[src/rtl/counter_rr_scheduler.sv]
// counter_rr_scheduler: round-robin arbiter that shares one start/ack-handshaked
// counter unit among NREQ requesters and returns a one-cycle done pulse to the
// served requester.
// Optional watchdog: define SCHED_TIMEOUT_EN to abort runs that exceed TIMEOUT
// cycles (err pulse); without it err is constant 0.
module counter_rr_scheduler #(
    parameter int unsigned NREQ    = 4,
    parameter int unsigned IDW     = $clog2(NREQ),
    parameter int unsigned TIMEOUT = 256
) (
    input  logic            clk,
    input  logic            rst,
    input  logic [NREQ-1:0] req,
    output logic [NREQ-1:0] done,
    output logic            busy,
    output logic [IDW-1:0]  grant_id,
    output logic            err,
    output logic            cnt_start,
    output logic            cnt_ack,
    input  logic            cnt_irq_start,
    input  logic            cnt_irq_done
);

    typedef enum logic [2:0] {
        S_IDLE,
        S_START,
        S_RUN,
        S_ACK,
        S_RELEASE
    } state_t;

    state_t         state;
    state_t         state_next;
    logic [IDW-1:0] ptr;
    logic [IDW-1:0] ptr_next;
    logic [IDW-1:0] grant_next;
    logic [IDW-1:0] pick_id;
    logic [IDW-1:0] idx;
    logic           pick_found;
    logic           abort;

`ifdef SCHED_TIMEOUT_EN
    localparam int unsigned WDW = $clog2(TIMEOUT + 1);

    logic [WDW-1:0] wd_cnt;

    // Watchdog: cleared outside a run, counts every cycle of START/RUN/ACK
    always_ff @(posedge clk) begin
        if (rst || state == S_IDLE || state == S_RELEASE) begin
            wd_cnt <= '0;
        end else begin
            wd_cnt <= wd_cnt + WDW'(1);
        end
    end
`else
    logic unused_timeout;
    assign unused_timeout = (TIMEOUT != 0);
`endif

    // Round-robin pick: first asserted request searching from ptr upward with wrap
    always_comb begin
        pick_found = 1'b0;
        pick_id    = '0;
        idx        = '0;
        for (int unsigned k = 0; k < NREQ; k++) begin
            idx = IDW'((32'(ptr) + k) % NREQ);
            if (!pick_found && req[idx]) begin
                pick_found = 1'b1;
                pick_id    = idx;
            end
        end
    end

    // Next-state, grant and pointer logic
    always_comb begin
        state_next = state;
        ptr_next   = ptr;
        grant_next = grant_id;
        abort      = 1'b0;
        case (state)
            S_IDLE: begin
                if (pick_found) begin
                    state_next = S_START;
                    grant_next = pick_id;
                end
            end
            S_START: begin
                if (cnt_irq_start) begin
                    state_next = cnt_irq_done ? S_ACK : S_RUN;
                end
            end
            S_RUN: begin
                if (cnt_irq_done) begin
                    state_next = S_ACK;
                end
            end
            S_ACK: begin
                if (!cnt_irq_done) begin
                    state_next = S_RELEASE;
                end
            end
            S_RELEASE: begin
                state_next = S_IDLE;
                ptr_next   = (grant_id == IDW'(NREQ - 1)) ? '0 : grant_id + IDW'(1);
            end
            default: begin
                state_next = S_IDLE;
            end
        endcase
`ifdef SCHED_TIMEOUT_EN
        // A run finishing normally on the limit cycle is not treated as an abort
        if ((state == S_START || state == S_RUN || state == S_ACK) &&
            wd_cnt == WDW'(TIMEOUT - 1) && state_next != S_RELEASE) begin
            state_next = S_RELEASE;
            abort      = 1'b1;
        end
`endif
    end

    // State register and registered outputs derived from the next state
    always_ff @(posedge clk) begin
        if (rst) begin
            state     <= S_IDLE;
            ptr       <= '0;
            grant_id  <= '0;
            done      <= '0;
            busy      <= 1'b0;
            err       <= 1'b0;
            cnt_start <= 1'b0;
            cnt_ack   <= 1'b0;
        end else begin
            state     <= state_next;
            ptr       <= ptr_next;
            grant_id  <= grant_next;
            done      <= (state_next == S_RELEASE) ? (NREQ'(1) << grant_next) : '0;
            busy      <= (state_next != S_IDLE);
            err       <= abort;
            cnt_start <= (state_next == S_START);
            cnt_ack   <= (state_next == S_ACK);
        end
    end

endmodule

[config.mk]
export PLATFORM = sky130hd
export DESIGN_NAME = counter_rr_scheduler
export DESIGN_NICKNAME = d
export VERILOG_FILES = /design/src/rtl/counter_rr_scheduler.sv
export SDC_FILE = /design/constraint.sdc
export NUM_CORES = 1
export LEC_CHECK = 0
export BUFFER_PORTS_ARGS = -buffer_cell sky130_fd_sc_hd__buf_4
export CORE_AREA = 2 2 39 41
export CTS_BUF_LIST = sky130_fd_sc_hd__clkbuf_8 sky130_fd_sc_hd__clkbuf_16
export DETAILED_ROUTE_END_ITERATION = 6
export DIE_AREA = 0 0 41 43
export MAX_ROUTING_LAYER = met4
export PLACE_DENSITY = 0.76
export SLEW_MARGIN = 5
export SYNTH_ARGS = -nofsm -noshare
export SYNTH_HDL_FRONTEND = slang
export SYNTH_SLANG_ARGS = --single-unit
export TNS_END_PERCENT = 50
[constraint.sdc]
create_clock -name clk -period 2.1 [get_ports clk]
set_input_delay 0.42 -clock clk [delete_from_list [all_inputs] [get_ports clk]]
set_output_delay 0.42 -clock clk [all_outputs]
set_load 0.05 [all_outputs]
==> flow_summary.ini, run 1 <==
[setup_path]
cp_max_fo = 5
crit_buf_inv = 0
path_cells = or3_4 > or2_4 > a211oi_1 > a211oi_2 > and3_2
slowest_delay_ns = 0.40
start_kind = flip-flop
endpoint_kind = flip-flop
r2r_start = state[0]
worstReg2RegEnd = done[0]
r2r.worst_path.cells = 5
r2r_slack_ns = 0.45
required_ns = 2.23
worst-endpoint-arrival_ns = 1.79
crit_type = reg -> reg
cp_top_family = simple AND/OR/NAND/NOR gates
crit_slowest_cell = or3_4

[global_routing]
grt_pass1_wl_um = 1770
grt_pass1_vias = 437
antenna_found_initial = 0
grtUsageTotal_pct = 15.7
grt_overflow = 0
grt_max_degree = 8

[clocking]
insertion_delay_ns = 0.24
cts_made_buffers = 3
path_clk_slew_ns = 0.05
htreeDepth = 1
ctsHoldBuffers = 0
cts_max_path_buffers = 2
cts_sinks = 14
post_cts_resized = 0
clock-root-buffer = clkbuf_8
cts_tree = built
postCtsSetupRepairBufs = 0

[detailed_routing]
ant_nets = 0
drt_iter0_markers = 3
avgRoutedWirePerCell_um = 10.9
vias_per_cell = 5.11
num_vias = 511
wl_um = 1090
first_pass_iters = 2
drcViolationCount = 0

[hold_path]
holdPathStages = 2
hp-class = in -> reg
min_from = rst
hold_path_end = ptr[1]

[synthesis]
synthesis.nets = 75
netlist_area_um2 = 589
postSynthCellCount = 66
synth.yosys.warnings = 0
yosys.cell_types.count = 27
synth.avg_cell_area_um2 = 8.93
synth_most_common_cell = dfxtp_1
synth_top_area_cell = dfxtp_1
synthTopCellsByArea = dfxtp_1 48%, nor2_1 6.4%, a21oi_1 5.9%
async_reset_ff_share_pct = 0
synth-edff-count = 0
synth_top_cell_area_share_pct = 47.6
synthTopCellsByCount = 14 x dfxtp_1, 10 x nor2_1, 7 x a21oi_1
synth-seq-cells = 14
synth.yosys.seq_area_share_pct = 47.6
synthFlopType = dfxtp_1

[sta]
rsz0062_at_grt = false
finalSetupViolations = 0
max_freq_mhz = 605
tns_ns = 0
fin_ws_ns = 0.448
fin_skew_ns = 0.00221
slew_violations = 0
min_period_ns = 1.65
hold_slack_ns = 0.369
period_share_pct = 78.7
hold_viol = 0

[floorplan]
core_region_area_um2 = 1380
io_pins = 18
dieArea_um2 = 1760
row_count = 14
initial_utilization_pct = 42.6
die_h_um = 43
die_x_um = 41

[placed_design]
gp_congestion = 0.716
dp_hpwl_um = 859
place_ws_ns = 0.277
port_buffers = 16

[finish]
antenna_cells = 0
area_delta_synth_final_pct = 29.5
finish.utilization_pct = 55.2
final_nets = 95
drive_gt1_share_pct = 32.1

[power_and_ir_drop]
netSwitchingFraction_pct = 25.7
p_switching_uw = 153
p_int_uw = 443
power_density_nw_per_um2 = 782
pwr-share-clk_pct = 35.3
leakage_uw = 0.000345
vdd_drop_max_mv = 0.509
seqPwrFrac_pct = 47.8
combPwrFrac_pct = 16.9

[run_status]
status = finished clean

[flow_run]
cap_violations = 0
placed cells by master (no fill, tap or decap), drive strengths merged, types with 2 or more instances in the layout:
cell type	Yosys	routed
buf	1	16
dfxtp	14	14
nor2	10	10
a21oi	7	7
nand2	5	5
inv	4	4
nor3	3	3
clkbuf	0	3
nand3	2	2
nand2b	2	2
nor3b	2	2
a211oi	2	2
power groups by stage:
stage,logic [µW],clock network [µW],registers [µW]
after floorplan,45.4,0,314
after global placement,100,0,290
after detailed placement,101,0,291
after CTS,102,218,285
after global routing,110,231,286
final,101,211,285
routing by layer:
layer  vias to the layer above  share of wire (%)  global-route usage [%]
met3                         4                6.8                    3.14
met4                         0                3.3                    14.0
met2                        14                 47                    22.5
met5                         -                  0                       -
met1                       231                 43                    17.2
li1                        262                  -                       -
state kept, by name (all words and copies together) (netlist names):
register and cells:
done 4, state 3, grant_id 2, ptr 2, busy 1, cnt_ack 1, cnt_start 1
worst max-delay path by stage:
stage | start | endpoint | slack (ns) | cells past startpoint
2_1_floorplan | state[0] | done[0] | 0.53 | 5
3_3_place_gp | req[0] | done[2] | 0.32 | 6
3_5_place_dp | req[0] | done[2] | 0.28 | 6
4_1_cts | state[0] | done[0] | 0.44 | 5
5_1_grt | state[0] | done[0] | 0.35 | 5
6_report | state[0] | done[0] | 0.45 | 5
through the flow:
stage               total power, µW  instance area (µm²)  cells
finish                          597                  763    100
global route                    627                  763    100
CTS                             604                  763    100
detailed placement              392                  722     97
global placement                391                  722     97
floorplan                       359                  589     66
area by class of cell:
type,instances,area [µm²]
repair buffers,16,120
well taps,16,20.0
multi-input cells,47,287
flip-flops and latches,14,280
inverters,4,15.0
clock buffers,3,41.3
fillers,139,621
cells by family (layout without fill, tap and decap cells):
logic type	after synthesis	after routing	share of synthesized area, %
simple gates	31	31	29.1
compound gates	14	14	16.8
flops	14	14	47.6
buf+inv	5	23	3.82
fa+ha+maj	1	1	2.12
other cells	1	1	0.636
Power figures use the tool's default switching activity.
==> run 2, diff against run 1 <==
--- a/config.mk
+++ b/config.mk
@@ -6,10 +6,9 @@
 export NUM_CORES = 1
 export LEC_CHECK = 0
 export BUFFER_PORTS_ARGS = -buffer_cell sky130_fd_sc_hd__buf_4
-export CORE_AREA = 2 2 39 41
+export CORE_UTILIZATION = 42
 export CTS_BUF_LIST = sky130_fd_sc_hd__clkbuf_8 sky130_fd_sc_hd__clkbuf_16
 export DETAILED_ROUTE_END_ITERATION = 6
-export DIE_AREA = 0 0 41 43
 export MAX_ROUTING_LAYER = met4
 export PLACE_DENSITY = 0.76
 export SLEW_MARGIN = 5
==> constraint.sdc (replaced) <==
create_clock -name clk -period 1.4 [get_ports clk]
set_input_delay 0.28 -clock clk [delete_from_list [all_inputs] [get_ports clk]]
set_output_delay 0.28 -clock clk [all_outputs]
set_load 0.05 [all_outputs]
==> run 2 against run 1 <==
  * The run now ends with negative setup slack left
  * Via count rose by 12%
  * Clock power rose by 86%
  * Count of clock-buffer cells in the layout rose by 1
  * Clock skew fell by 0.00053 ns
  * Fmax rose by 4.9%
  * Power rose by 69%
  * Flip-flop and latch count did not move
  * Worst hold slack got worse by 0.14 ns
  * Core utilization rose by 14 points
  * Critical endpoint is now done[2]
  * Largest cell class unchanged
  * Largest power group unchanged
==> flow_summary.ini, run 2 (synthesis gave the netlist of run 1 again) <==
[setup_path]
path_cells = or3_4 > or2_4 > a211oi_4 > a211oi_4 > nor3b_2
start_kind = flip-flop
slowest_delay_ns = 0.39
r2r_slack_ns = -0.18
crit_slowest_cell = or3_4
cp_max_fo = 5
r2r_start = state[0]
crit_type = reg -> reg
worst-endpoint-arrival_ns = 1.72
required_ns = 1.54
path_common_cell = a211oi_4
startpoint = state[0]
endpoint_kind = flip-flop

[sta]
period_share_pct = 113
rsz0062_at_grt = true
finalSetupViolations = 6
min_period_ns = 1.58
max_freq_mhz = 635
hold_viol = 0
fin_skew_ns = 0.00168
fin_ws_ns = -0.175
slew_violations = 0

[run_status]
status = finished, violations left
violations = negative setup slack

[power_and_ir_drop]
pwr-share-clk_pct = 39.0
netSwitchingFraction_pct = 25.8
p_switching_uw = 260
combPwrFrac_pct = 18.7
leakage_uw = 0.000416
p_int_uw = 747
vdd_drop_max_mv = 0.823
finalPower_uw = 1010
seqPwrFrac_pct = 42.3
power_density_nw_per_um2 = 1120

[finish]
drive_gt1_share_pct = 45.4
final_nets = 107
antenna_cells = 0
mostFrequentLayoutCells = 28 x buf_4, 12 x dfxtp_1, 10 x nor2_1
largest_reg_flops = 4
final_common_cell = buf_4
reg.largest.list = done x4, state x3
top_register = done
area_delta_synth_final_pct = 52.4

[flow_run]
cap_violations = 0

[global_routing]
grt_overflow = 0
grt_pass1_vias = 478
grt_max_degree = 9
grtUsageTotal_pct = 20.2
grt_pass1_wl_um = 1980
antenna_found_initial = 0

[floorplan]
io_pins = 18
die_x_um = 39.5
row_count = 13
initial_utilization_pct = 45.3
core_region_area_um2 = 1300
dieArea_um2 = 1560
die_h_um = 39.5

[clocking]
clock-root-buffer = clkbuf_8
postCtsSetupRepairBufs = 0
htreeDepth = 1
cts_tree = built
cts_made_buffers = 3
cts_sinks = 14
path_clk_slew_ns = 0.06
cts_max_path_buffers = 2
insertion_delay_ns = 0.25

[detailed_routing]
avgRoutedWirePerCell_um = 11.3
vias_per_cell = 5.10
num_vias = 571
drcViolationCount = 0
wl_um = 1260
first_pass_iters = 4
ant_nets = 0
drt_iter0_markers = 11

[placed_design]
dp_hpwl_um = 954
port_buffers = 16
gp_congestion = 0.809
place_ws_ns = -0.227

[hold_path]
min_from = rst
hp-class = in -> reg
## run 2: layout make-up
class,instances,area (µm²)
Fill cell,102,403
Multi-Input combinational cell,47,317
Sequential cell,14,283
Timing Repair Buffer,28,210
Clock buffer,4,55.1
Tap cell,15,18.8
Inverter,4,15.0
## run 2: path summary, 6_finish.rpt
kind,cells after the start,end
setup / recovery,5,done[2]
hold / removal,2,ptr[0]
setup reg to reg,5,done[2]
hold reg to reg,2,ptr[1]
## run 2: timing repair
action                                  in CTS  in global routing
cloned                                       0                  0
resized for setup                            3                  2
endpoints found under the setup margin       5                  6
hold buffers                                 0                  0
pin swaps                                    1                  4
## run 2: layer usage
metal | wire (µm) | part of all wire (%) | track usage, % | up-vias
li1 | - | - | - | 287
met1 | 577 | 46 | 23.2 | 265
met2 | 589 | 47 | 29.9 | 15
met3 | 61 | 4.8 | 5.11 | 4
met4 | 35 | 2.8 | 15.5 | 0
met5 | 0 | 0 | - | -
## run 2: worst max-delay path: cells and delay by family, from the launching register on
family / cells / cell delay [ns]
and+or+nand+nor: 3 / 0.83
DFF: 1 / 0.32
AOI/OAI and AO/OA: 2 / 0.32
## run 2: power by group through the flow
stage / sequential [µW] / clock [µW] / combinational [µW]
6_report: 426 / 393 / 188
5_1_grt: 428 / 422 / 202
4_1_cts: 426 / 401 / 188
3_5_place_dp: 434 / 0 / 177
3_3_place_gp: 433 / 0 / 174
2_1_floorplan: 471 / 0 / 70.4
## run 2: stage by stage
step / area (µm²) / TNS [ns] / hold WS, ns / instances / utilization, %
global placement: 820 / -0.517 / 0.485 / 108 / 63.0
CTS: 896 / -0.512 / 0.225 / 112 / 68.8
finish: 898 / -0.641 / 0.228 / 112 / 69.0
global route: 898 / -0.947 / 0.231 / 112 / 69.0
detailed placement: 820 / -0.890 / 0.486 / 108 / 63.0
floorplan: 598 / -0.293 / 0.349 / 66 / -
==> run 3, diff against run 2 <==
--- a/config.mk
+++ b/config.mk
@@ -5,12 +5,13 @@
 export SDC_FILE = /design/constraint.sdc
 export NUM_CORES = 1
 export LEC_CHECK = 0
+export ABC_AREA = 1
 export BUFFER_PORTS_ARGS = -buffer_cell sky130_fd_sc_hd__buf_4
-export CORE_UTILIZATION = 42
+export CORE_UTILIZATION = 46
 export CTS_BUF_LIST = sky130_fd_sc_hd__clkbuf_8 sky130_fd_sc_hd__clkbuf_16
 export DETAILED_ROUTE_END_ITERATION = 6
 export MAX_ROUTING_LAYER = met4
-export PLACE_DENSITY = 0.76
+export PLACE_DENSITY = 0.79
 export SLEW_MARGIN = 5
 export SYNTH_ARGS = -nofsm -noshare
 export SYNTH_HDL_FRONTEND = slang
==> run 3 against run 2 <==
  * Critical endpoint is now done[1]
  * Fmax grew 4.5%
  * Routed wire length is 38% higher
  * Highest routed layer unchanged
  * Combinational power is 73% higher
  * Global-route usage about the same
  * Die area is 18% higher
  * Power up 15%
  * The run still ends with negative setup slack left
  * Synthesized cell count grew 76%
==> flow_summary.ini, run 3 <==
[setup_path]
r2r_start = ptr[0]
worst-endpoint-arrival_ns = 1.65
worstReg2RegEnd = done[1]
r2r.worst_path.cells = 12
required_ns = 1.54
startpoint = ptr[0]
cp_max_fo = 7
endpoint_kind = flip-flop
cp-endpoint = done[1]
r2r_slack_ns = -0.11
start_kind = flip-flop
crit_type = reg -> reg

[floorplan]
io_pins = 18
core_region_area_um2 = 1520
row_count = 14
die_h_um = 42.8
die_x_um = 42.8
initial_utilization_pct = 50.2
dieArea_um2 = 1830

[run_status]
status = finished, violations left
violations = negative setup slack

[synthesis]
synth-edff-count = 0
synth.yosys.seq_area_share_pct = 36.6
yosys.cell_types.count = 22
synthFlopType = dfxtp_1
synth_top_cell_area_share_pct = 36.6
synthTopCellsByCount = 31 x nand2_1, 17 x inv_1, 14 x dfxtp_1, 14 x nor2_1, 11 x nand2_2
synth_most_common_cell = nand2_1
netlist_area_um2 = 766
async_reset_ff_share_pct = 0
synth_top_area_cell = dfxtp_1
synthesis.nets = 125
synth-seq-cells = 14
synth.avg_cell_area_um2 = 6.60
synth.yosys.warnings = 0
postSynthCellCount = 116
synthTopCellsByArea = dfxtp_1 37%, nand2_1 15%, nand2_2 9.0%

[global_routing]
grt_pass1_vias = 697
grt_overflow = 0
grtUsageTotal_pct = 20.3
grt_max_degree = 9
grt_pass1_wl_um = 2630
antenna_found_initial = 0

[placed_design]
placed_area_um2 = 936
dp_hpwl_um = 1180
post-place-cells = 152
gp_congestion = 0.860
port_buffers = 16

[finish]
largest_reg_flops = 4
reg.largest.list = done x4, state x3
num-fill-cells = 118
final_cells = 157
top_register = done
final_nets = 151
finish.utilization_pct = 69.8
final_cell_area_um2 = 1060
mostFrequentLayoutCells = 22 x nand2_1, 22 x buf_4, 19 x nand2_2
drive_gt1_share_pct = 43.3
antenna_cells = 0
area_delta_synth_final_pct = 38.9

[detailed_routing]
wl_um = 1740
num_vias = 767
avgRoutedWirePerCell_um = 11.1
ant_nets = 0
drt_iter0_markers = 11
drcViolationCount = 0
vias_per_cell = 4.89
first_pass_iters = 4

[sta]
fin_skew_ns = 0.00113
rsz0062_at_grt = true
period_share_pct = 108
fin_ws_ns = -0.108
max_freq_mhz = 663
slew_violations = 0
hold_slack_ns = 0.229
finalSetupViolations = 10
min_period_ns = 1.51
hold_viol = 0

[hold_path]
hp-class = in -> reg

[clocking]
cts_sinks = 14
cts_max_path_buffers = 2
cts_tree = built
insertion_delay_ns = 0.25
ctsHoldBuffers = 0
path_clk_slew_ns = 0.06
cts_made_buffers = 3
htreeDepth = 1
clock-root-buffer = clkbuf_8

[flow_run]
cap_violations = 0

[power_and_ir_drop]
leakage_uw = 0.000551
vdd_drop_max_mv = 0.970
finalPower_uw = 1160
power_density_nw_per_um2 = 1090
run 3: worst min-delay path by stage:
stage / start / slack (ns) / endpoint / depth (start not counted)
2_1_floorplan: rst / 0.35 / grant_id[0] / 1
3_3_place_gp: rst / 0.48 / grant_id[1] / 2
3_5_place_dp: rst / 0.48 / grant_id[0] / 2
4_1_cts: rst / 0.22 / grant_id[0] / 2
5_1_grt: rst / 0.23 / grant_id[0] / 2
6_report: rst / 0.23 / grant_id[1] / 2
run 3: timing repair:
item                                    4_1_cts  5_1_grt
gates resized for setup                      11       12
buffers inserted                              1        0
endpoints found under the setup margin       10       10
pin swaps                                     3        6
run 3: layout make-up:
cell class	instances	area, µm²	area share, %
clock buffer	4	55.1	5.18
inverter	21	86.3	8.12
multi-input combinational	80	449	42.2
sequential	14	288	27.1
tap	16	20.0	1.88
timing repair buffer	22	165	15.5
run 3: power by group:
| group | switching [µW] | internal [µW] | total, µW |
|---|---|---|---|
| registers | 19.1 | 425 | 444 |
| logic | 218 | 108 | 326 |
| clock network | 142 | 249 | 392 |
| total | 379 | 782 | 1160 |
run 3: kinds of logic (layout without fill, tap and decap cells):
kind of cell               after synthesis  after routing  share of synthesized area, %
AOI/OAI and AO/OA                       10             10                          8.33
adders and majority gates                1              1                          1.63
buffers and inverters                   22             47                          11.3
DFF                                     14             14                          36.6
other                                    1              1                         0.490
and+or+nand+nor                         68             68                          41.7
run 3: critical path, cell delays in order, from the launching register on:
cell and delay, ns:
dfxtp_4 0.38, inv_6 0.09, nand2_1 0.09, nand3_2 0.09, nand2_2 0.08, nor2_4 0.15
nand3_2 0.12, nand2_1 0.08, nand2_1 0.05, nand2_1 0.07, nand2_2 0.08, inv_2 0.08
nor2_1 0.05
run 3: layer usage:
layer	vias up	share of wire [%]	track usage, %
met2	17	52	35.2
met4	0	5.4	17.5
li1	402	-	-
met5	-	0	-
met1	339	39	18.7
met3	9	3.6	3.83
run 3: through the flow:
step	TNS [ns]	setup WS, ns
2_1_floorplan	0	0.0326
3_3_place_gp	-0.253	-0.0512
3_5_place_dp	-1.00	-0.125
4_1_cts	-0.0130	-0.00557
5_1_grt	-1.71	-0.226
6_report	-0.646	-0.108
